**config.mk**
```make
export PLATFORM = sky130hd
export DESIGN_NAME = btn_repeat
export DESIGN_NICKNAME = d
export VERILOG_FILES = /design/src/rtl/btn_repeat.sv
export SDC_FILE = /design/constraint.sdc
export NUM_CORES = 1
export LEC_CHECK = 0
export CORE_AREA = 3 3 119 121
export CTS_BUF_LIST = sky130_fd_sc_hd__clkbuf_4
export DETAILED_ROUTE_END_ITERATION = 10
export DIE_AREA = 0 0 122 124
export GPL_TIMING_DRIVEN = 0
export SYNTH_ARGS = -nofsm -noshare
export SYNTH_HDL_FRONTEND = slang
export SYNTH_SLANG_ARGS = --single-unit
```
**constraint.sdc**
```tcl
create_clock -name clk -period 3.07 [get_ports clk]
set_input_delay 0.614 -clock clk [delete_from_list [all_inputs] [get_ports clk]]
set_output_delay 0.614 -clock clk [all_outputs]
set_load 0.01 [all_outputs]
```
**src/rtl/btn_repeat.sv**
```systemverilog
// ---------------------------------------------------------------------------
// btn_repeat
//
// Per-button press-event generator with delayed auto-repeat. Takes clean,
// synchronised button levels from the debounce filter and produces
// single-cycle key events for the game controller.
//
// Each button has its own channel: a previous-level register, a down-counter
// and a four-state machine (IDLE / DELAY / REPEAT / HOLD). Channels share
// nothing.
//
// Parameters
//   PIN_NUM        number of buttons
//   DELAY_CYCLES   cycles from the press event to the first repeat (>= 2)
//   REPEAT_CYCLES  cycles between consecutive repeat events (>= 1)
//   REPEAT_MASK    bit i = 1 enables auto-repeat on button i
//   CNT_W          counter width, 2^CNT_W > max(DELAY_CYCLES, REPEAT_CYCLES)
//
// Ports
//   clk       system clock, the only clock
//   reset     synchronous, active-high reset
//   pin_in    debounced button levels (1 = pressed)
//   key_evt   one-cycle pulse per press or repeat event (registered)
//   key_rel   one-cycle pulse on release (registered)
//   key_held  registered copy of pin_in
// ---------------------------------------------------------------------------
module btn_repeat #(
    parameter int                 PIN_NUM       = 3,
    parameter int                 DELAY_CYCLES  = 12_000_000,
    parameter int                 REPEAT_CYCLES = 3_000_000,
    parameter logic [PIN_NUM-1:0] REPEAT_MASK   = {PIN_NUM{1'b1}},
    parameter int                 CNT_W         = 24
) (
    input  logic               clk,
    input  logic               reset,
    input  logic [PIN_NUM-1:0] pin_in,
    output logic [PIN_NUM-1:0] key_evt,
    output logic [PIN_NUM-1:0] key_rel,
    output logic [PIN_NUM-1:0] key_held
);

    typedef enum logic [1:0] {
        IDLE   = 2'd0,  // released
        DELAY  = 2'd1,  // pressed, waiting for the first repeat
        REPEAT = 2'd2,  // auto-repeating
        HOLD   = 2'd3   // pressed, repeat disabled for this button
    } state_t;

    // Counter loads: a value of N-1 makes the next event land exactly N
    // cycles after the current one, because the event fires on cnt == 0.
    localparam logic [CNT_W-1:0] DELAY_LOAD  = CNT_W'(DELAY_CYCLES - 1);
    localparam logic [CNT_W-1:0] REPEAT_LOAD = CNT_W'(REPEAT_CYCLES - 1);

    for (genvar i = 0; i < PIN_NUM; i++) begin : g_ch
        state_t           state_q, state_d;
        logic [CNT_W-1:0] cnt_q,   cnt_d;
        logic             prev_q;
        logic             evt_q,   evt_d;
        logic             rel_q,   rel_d;
        logic             held_q;

        // NOTE: sequential state uses non-blocking assignments only, so every
        // register samples the values from before the edge regardless of
        // statement order.
        always_ff @(posedge clk) begin
            if (reset) begin
                state_q <= IDLE;
                cnt_q   <= '0;
                // prev is forced high so a button held through reset must be
                // released and pressed again before it produces an event.
                prev_q  <= 1'b1;
                evt_q   <= 1'b0;
                rel_q   <= 1'b0;
                held_q  <= 1'b0;
            end else begin
                state_q <= state_d;
                cnt_q   <= cnt_d;
                prev_q  <= pin_in[i];
                evt_q   <= evt_d;
                rel_q   <= rel_d;
                held_q  <= pin_in[i];
            end
        end

        // NOTE: every output of this block gets a default first, so no path
        // leaves a variable unassigned and no latch is inferred.
        always_comb begin
            state_d = state_q;
            cnt_d   = cnt_q;
            evt_d   = 1'b0;
            rel_d   = 1'b0;

            unique case (state_q)
                IDLE: begin
                    // Only a genuine rising edge counts; a release seen here
                    // (e.g. the first release after reset) is silent.
                    if (pin_in[i] && !prev_q) begin
                        evt_d = 1'b1;
                        if (REPEAT_MASK[i]) begin
                            cnt_d   = DELAY_LOAD;
                            state_d = DELAY;
                        end else begin
                            state_d = HOLD;
                        end
                    end
                end

                DELAY, REPEAT: begin
                    // Release is checked first so it wins over a repeat
                    // event falling due in the same cycle.
                    if (!pin_in[i]) begin
                        rel_d   = 1'b1;
                        cnt_d   = '0;
                        state_d = IDLE;
                    end else if (cnt_q != '0) begin
                        cnt_d = cnt_q - CNT_W'(1);
                    end else begin
                        evt_d   = 1'b1;
                        cnt_d   = REPEAT_LOAD;
                        state_d = REPEAT;
                    end
                end

                HOLD: begin
                    if (!pin_in[i]) begin
                        rel_d   = 1'b1;
                        cnt_d   = '0;
                        state_d = IDLE;
                    end
                end

                default: begin
                    state_d = IDLE;
                    cnt_d   = '0;
                end
            endcase
        end

        assign key_evt[i]  = evt_q;
        assign key_rel[i]  = rel_q;
        assign key_held[i] = held_q;
    end

endmodule

```
Yosys cells after proc, flatten, opt, wreduce, memory -nomap -nowiden
Cells that the tools add are included.
Word-level totals
  flip-flop bits (word level): 90
  input bits: 5
  output and inout port bits: 9
  logic and storage cells: 114
Operators by class
  add/sub/neg operators: 3
  equality and inequality tests: 18
  multiplexer cells: 45
  bitwise gates (word level): 3
  reductions and logical operators: 27
Operators with widths (count)
  two-way mux 24 bit: 12
  one-hot mux 24 bit (3 select lines): 3
  nonzero test 24 bit: 3
  subtractor 24 x 1 -> 24 bit, second input constant: 3
  two-way mux 2 bit: 12
  one-hot mux 2 bit (3 select lines): 3
  equality test 2 bit, second input constant: 6
  two-way mux 1 bit: 12
  != test 2 bit, second input constant: 6
  OR reduction 2 bit: 6
  != test 3 bit, second input constant: 3
  AND reduction 3 bit: 3
  OR reduction 3 bit: 3
  equality test 2 x 1 -> 1 bit, second input constant: 3
  logical NOT 2 bit: 3
  one-hot mux 1 bit (2 select lines): 3
  AND reduction 2 bit: 3
  logical AND 1 bit: 3
  logical NOT 1 bit: 3
  inverter 1 bit: 3

Longest topological paths before layout
  word-level depth: 4
  mapped depth: 8
  mapped depth without buffers: 7

Worst setup path before layout
OpenSTA, ideal clock, no wires.
  kind: flip-flop to flip-flop
  start point: reg g_ch[1].cnt_q[0]
  end point: reg g_ch[1].cnt_q[3]
  library setup time: 103 ps
  arrival time: 2308 ps
  data required time: 2967 ps
  setup slack: 658 ps
  cell stages (with the launch flop): 9
  path buffers: 1
  clock period less this slack: 2412 ps
  cells stage by stage: dfxtp_1 -> inv_1 -> ha_1 -> or3b_1 -> clkbuf_1 -> or4_4 -> o31ai_4 -> nor3_1 -> a2111oi_2
On the way
  longest elaborated chain between the ends: 4
  elaborated cells between the ends (all ways): 5
  classes of those cells: add/sub: 1; mux: 3; reduce/logical: 1
RTL lines
  start, declared: RTL line 56  | logic [CNT_W-1:0] cnt_q, cnt_d;
  start signal, assigned: RTL line 77  | cnt_q <= cnt_d;
  subtractor 24 x 1 -> 24 bit / nonzero test 24 bit (equally long branches): RTL line 116, 115
  two-way mux 24 bit (*): RTL line 115  | end else if (cnt_q != '0) begin
  two-way mux 24 bit (*): RTL line 111  | if (!pin_in[i]) begin
  one-hot mux 24 bit (3 select lines) (*): RTL line 93  | unique case (state_q)
Every way passes the cells marked *; elsewhere a longest branch is shown, timed or not.
A chain may end at the register's enable or synchronous reset.

Worst setup path in the final report
Ends and elaborated chain as after synthesis.

==> out/qor.yml <==
status:
  status: "finished, final reports clean"
placement:
  port_buffers: 12
  dpl.hpwl_um: 11060
  globalplace.congestion: 0.9548
floorplan:
  die_area_um2: 15130
  die_w_um: 122
  die_y_um: 124
  initial_utilization_pct: 39.74
  io_pins: 14
  rows: 42
  coreArea_um2: 13190
logic_synthesis:
  syn_avg_cell_area_um2: 7.708
  async_flop_share_pct: 0
  ys.flop_type: "dfxtp_1"
  syn_inst: 680
  yosys_warnings: 0
  synthesis.nets: 698
  ys_seq_area_share_pct: 34.38
  netlist_area_um2: 5241
  synth-edff-count: 0
  synth.distinct_cells: 68
  synth_seq_cells: 90
global_route:
  grt_pass1_wl_um: 26220
  gr-usage-all-layers_pct: 21.67
  first_global_vias: 5118
  antenna_found_initial: 1
  grt_overflow: 0
  grt_max_degree: 14
timing:
  clock-skew-final_ps: 18.93
  drv_slew: 0
  rsz0062_at_grt: "no"
  min_period_over_period_pct: 91.26
  max_freq_ghz: 0.3569
  min_period_ps: 2802
  setup-tns-final_ps: 0
  tightest_slew_ps: 946.7
  final-hold-violation-count: 0
  slew_headroom_pct: 36.31
  setup-violations-final: 0
setup_path:
  slowest_delay_ps: 600
  reg2regPathDepth: 8
  r2r_start: "g_ch[1].cnt_q[0]"
  crit_path_top_delay_cell: "or4_4"
  cp.arrival_ps: 3160
  criticalPathCategory: "register to register"
  timing.rr.end: "g_ch[1].cnt_q[3]"
  crit_chain: "inv_1, ha_1, or3b_1, clkbuf_1, or4_4, o31ai_4, nor3_1, a2111oi_2"
  critPathCaptureType: "register"
  worstPathRequired_ps: 3430
  reg2reg_slack_ps: 270
  crit_path_start_kind: "register"
  cp_max_fo: 7
clocking:
  post_cts_buffers: 0
  htree_num_levels: 3
  clock_tree.root_cell: "clkbuf_4"
  ctsResizeCount: 0
  clock_latency_ps: 470
  clk_pin_slew_ps: 140
  cts_buffer_depth: 2
  clock-sinks: 90
  numCtsBuffers: 9
  cts.hold.buffers_added: 0
  cts_tree: "done"
routing:
  met3WireLength_um: 1222
  ant_nets: 0
  top_layer: "met4"
  drtPass1Iterations: 5
  drc: 0
  drt_iter0_drc: 528
  routedWlPerCell_um: 17.80
  via_per_inst: 6.172
  wl_um: 15740
  vias: 5456
  route.met2.wl_um: 6913
  wl_met1_um: 7274
power_and_ir_drop:
  intPower_mw: 2.754
  p_sw_share_pct: 47.95
  pwr-share-clk_pct: 14.2
  vdd_drop_max_mv: 0.3774
  combinationalPowerShare_pct: 52.6
  p_switching_mw: 2.537
  power_mw: 5.291
  power_frac_seq_pct: 33.2
  powerDensity_nw_per_um2: 921.8
  p_leak_nw: 2.005
finish:
  nNetsFinal: 721
  layout-drive-gt1-share_pct: 7.496
  area_growth_pct: 9.525
min_path:
  min_to: "g_ch[2].cnt_q[20]"
  min_from: "g_ch[2].cnt_q[20]"
  min_path_type: "register to register"
  whs_path_depth: 2
job:
  max_cap_viol_count: 0
==> cells by family after synthesis <==
logic type / share of synthesized area [%]
AOI/OAI and AO/OA: 25.78
xor gates and xnor gates: 0.6685
adders and majority gates: 3.103
buffers and inverters: 6.469
DFF: 34.38
muxes: 0.1910
and+or+nand+nor: 29.41
==> registers in the layout, summed over array words and instances (netlist names) <==
register,flops
g_ch.cnt_q,72
g_ch.rel_q,3
g_ch.held_q,3
g_ch.prev_q,3
g_ch.evt_q,3
g_ch.state_q,6
==> synthesized netlist by cell type (9+ instances only) <==
cell | n | share of area (%)
buf_4 | 9 | 1.3
inv_1 | 27 | 1.9
o21ai_0 | 59 | 5.6
nand4_1 | 10 | 1.2
a21oi_1 | 60 | 5.7
nand2_1 | 38 | 2.7
nor2_1 | 65 | 4.7
a31oi_1 | 22 | 2.6
dfxtp_1 | 90 | 34
nor3_1 | 47 | 4.5
nor4_1 | 25 | 3.0
ha_1 | 13 | 3.1
nand3_1 | 16 | 1.5
a221oi_1 | 9 | 1.5
or4_1 | 16 | 2.3
clkbuf_1 | 37 | 2.6
==> stage by stage <==
| step | util, % | hold WS [ps] | cell area (um^2) | cells | setup WS (ps) |
|---|---|---|---|---|---|
| after detailed placement | 42.32 | 460.5 | 5582 | 868 | 10.16 |
| after global placement | 42.32 | 451.0 | 5582 | 868 | 3.596 |
| final | 43.52 | 484.4 | 5741 | 884 | 268.2 |
| after CTS | 43.45 | 484.5 | 5732 | 883 | 164.4 |
| after global routing | 43.52 | 518.5 | 5741 | 884 | 132.9 |
| after floorplan | - | 434.1 | 5241 | 680 | 658.3 |
==> placed cells by master, fill, tap and decap left out, types with 3 or more instances in the layout <==
cell type and count:
a31oi_1 22, nand2b_1 5, o21a_1 5, nand2_1 38, a211oi_1 7, a221oi_1 9, o211ai_1 4, a21o_1 5
o21ai_0 59, o32ai_1 4, or2_2 8, nor2b_1 5, nor2_1 65, nor4_1 24, a22o_1 3, nor3b_1 4
nand4_1 10, clkbuf_1 37, and3_1 6, or4_1 16, nor3_1 47, or3_1 5, o311ai_0 3, buf_4 9
clkbuf_4 11, inv_1 27, o22ai_1 8, clkdlybuf4s50_1 12, dfxtp_1 90, a311oi_1 3, nor4_2 3, nor4b_1 4
buf_2 4, nand3_1 16, a22oi_1 4, a21oi_1 60, ha_1 13, nand3b_1 4, and2_1 4
==> worst max path at each step <==
stage                     start                 to  cells after the start
2_1_floorplan  g_ch[1].cnt_q[0]   g_ch[1].cnt_q[3]                      8
6_report       g_ch[1].cnt_q[0]   g_ch[1].cnt_q[3]                      8
5_1_grt        g_ch[1].cnt_q[0]   g_ch[1].cnt_q[2]                      8
3_5_place_dp          pin_in[1]   g_ch[1].cnt_q[6]                      7
4_1_cts        g_ch[1].cnt_q[0]  g_ch[1].cnt_q[17]                      8
3_3_place_gp          pin_in[1]   g_ch[1].cnt_q[6]                      7
==> worst max-delay path, delay by kind of cell (launching register included) <==
family                     cells  cell delay, ps
AOI/OAI and AO/OA              2             760
adders and majority gates      1             210
buffers and inverters          2             290
DFF                            1             350
and+or+nand+nor                3            1070
==> layout make-up <==
| cell class | count | area (um^2) |
|---|---|---|
| repair buffers | 12 | 120.1 |
| diodes | 1 | 2.502 |
| clock buffers | 11 | 82.58 |
| flip-flops and latches | 90 | 1802 |
| inverters | 27 | 101.3 |
| multi-input cells | 512 | 3107 |
| clock inverters | 4 | 67.56 |
| fillers | 1340 | 7450 |
| plain buffers | 51 | 237.7 |
| well taps | 176 | 220.2 |
==> power by group through the flow <==
| stage | sequential (mW) | clock [mW] | combinational (mW) |
|---|---|---|---|
| after floorplan | 1.69 | 0 | 2.08 |
| after global placement | 1.75 | 0 | 2.67 |
| after detailed placement | 1.77 | 0 | 2.70 |
| after CTS | 1.74 | 0.779 | 2.71 |
| after global routing | 1.80 | 0.811 | 3.09 |
| final | 1.76 | 0.752 | 2.78 |
==> routing by layer <==
| metal | up-vias | GRT usage [%] |
|---|---|---|
| li1 | 2602 | - |
| met1 | 2577 | 30.44 |
| met2 | 254 | 33.18 |
| met3 | 23 | 3.542 |
| met4 | 0 | 8.683 |
| met5 | - | 0 |
Power figures use the tool's default switching activity.
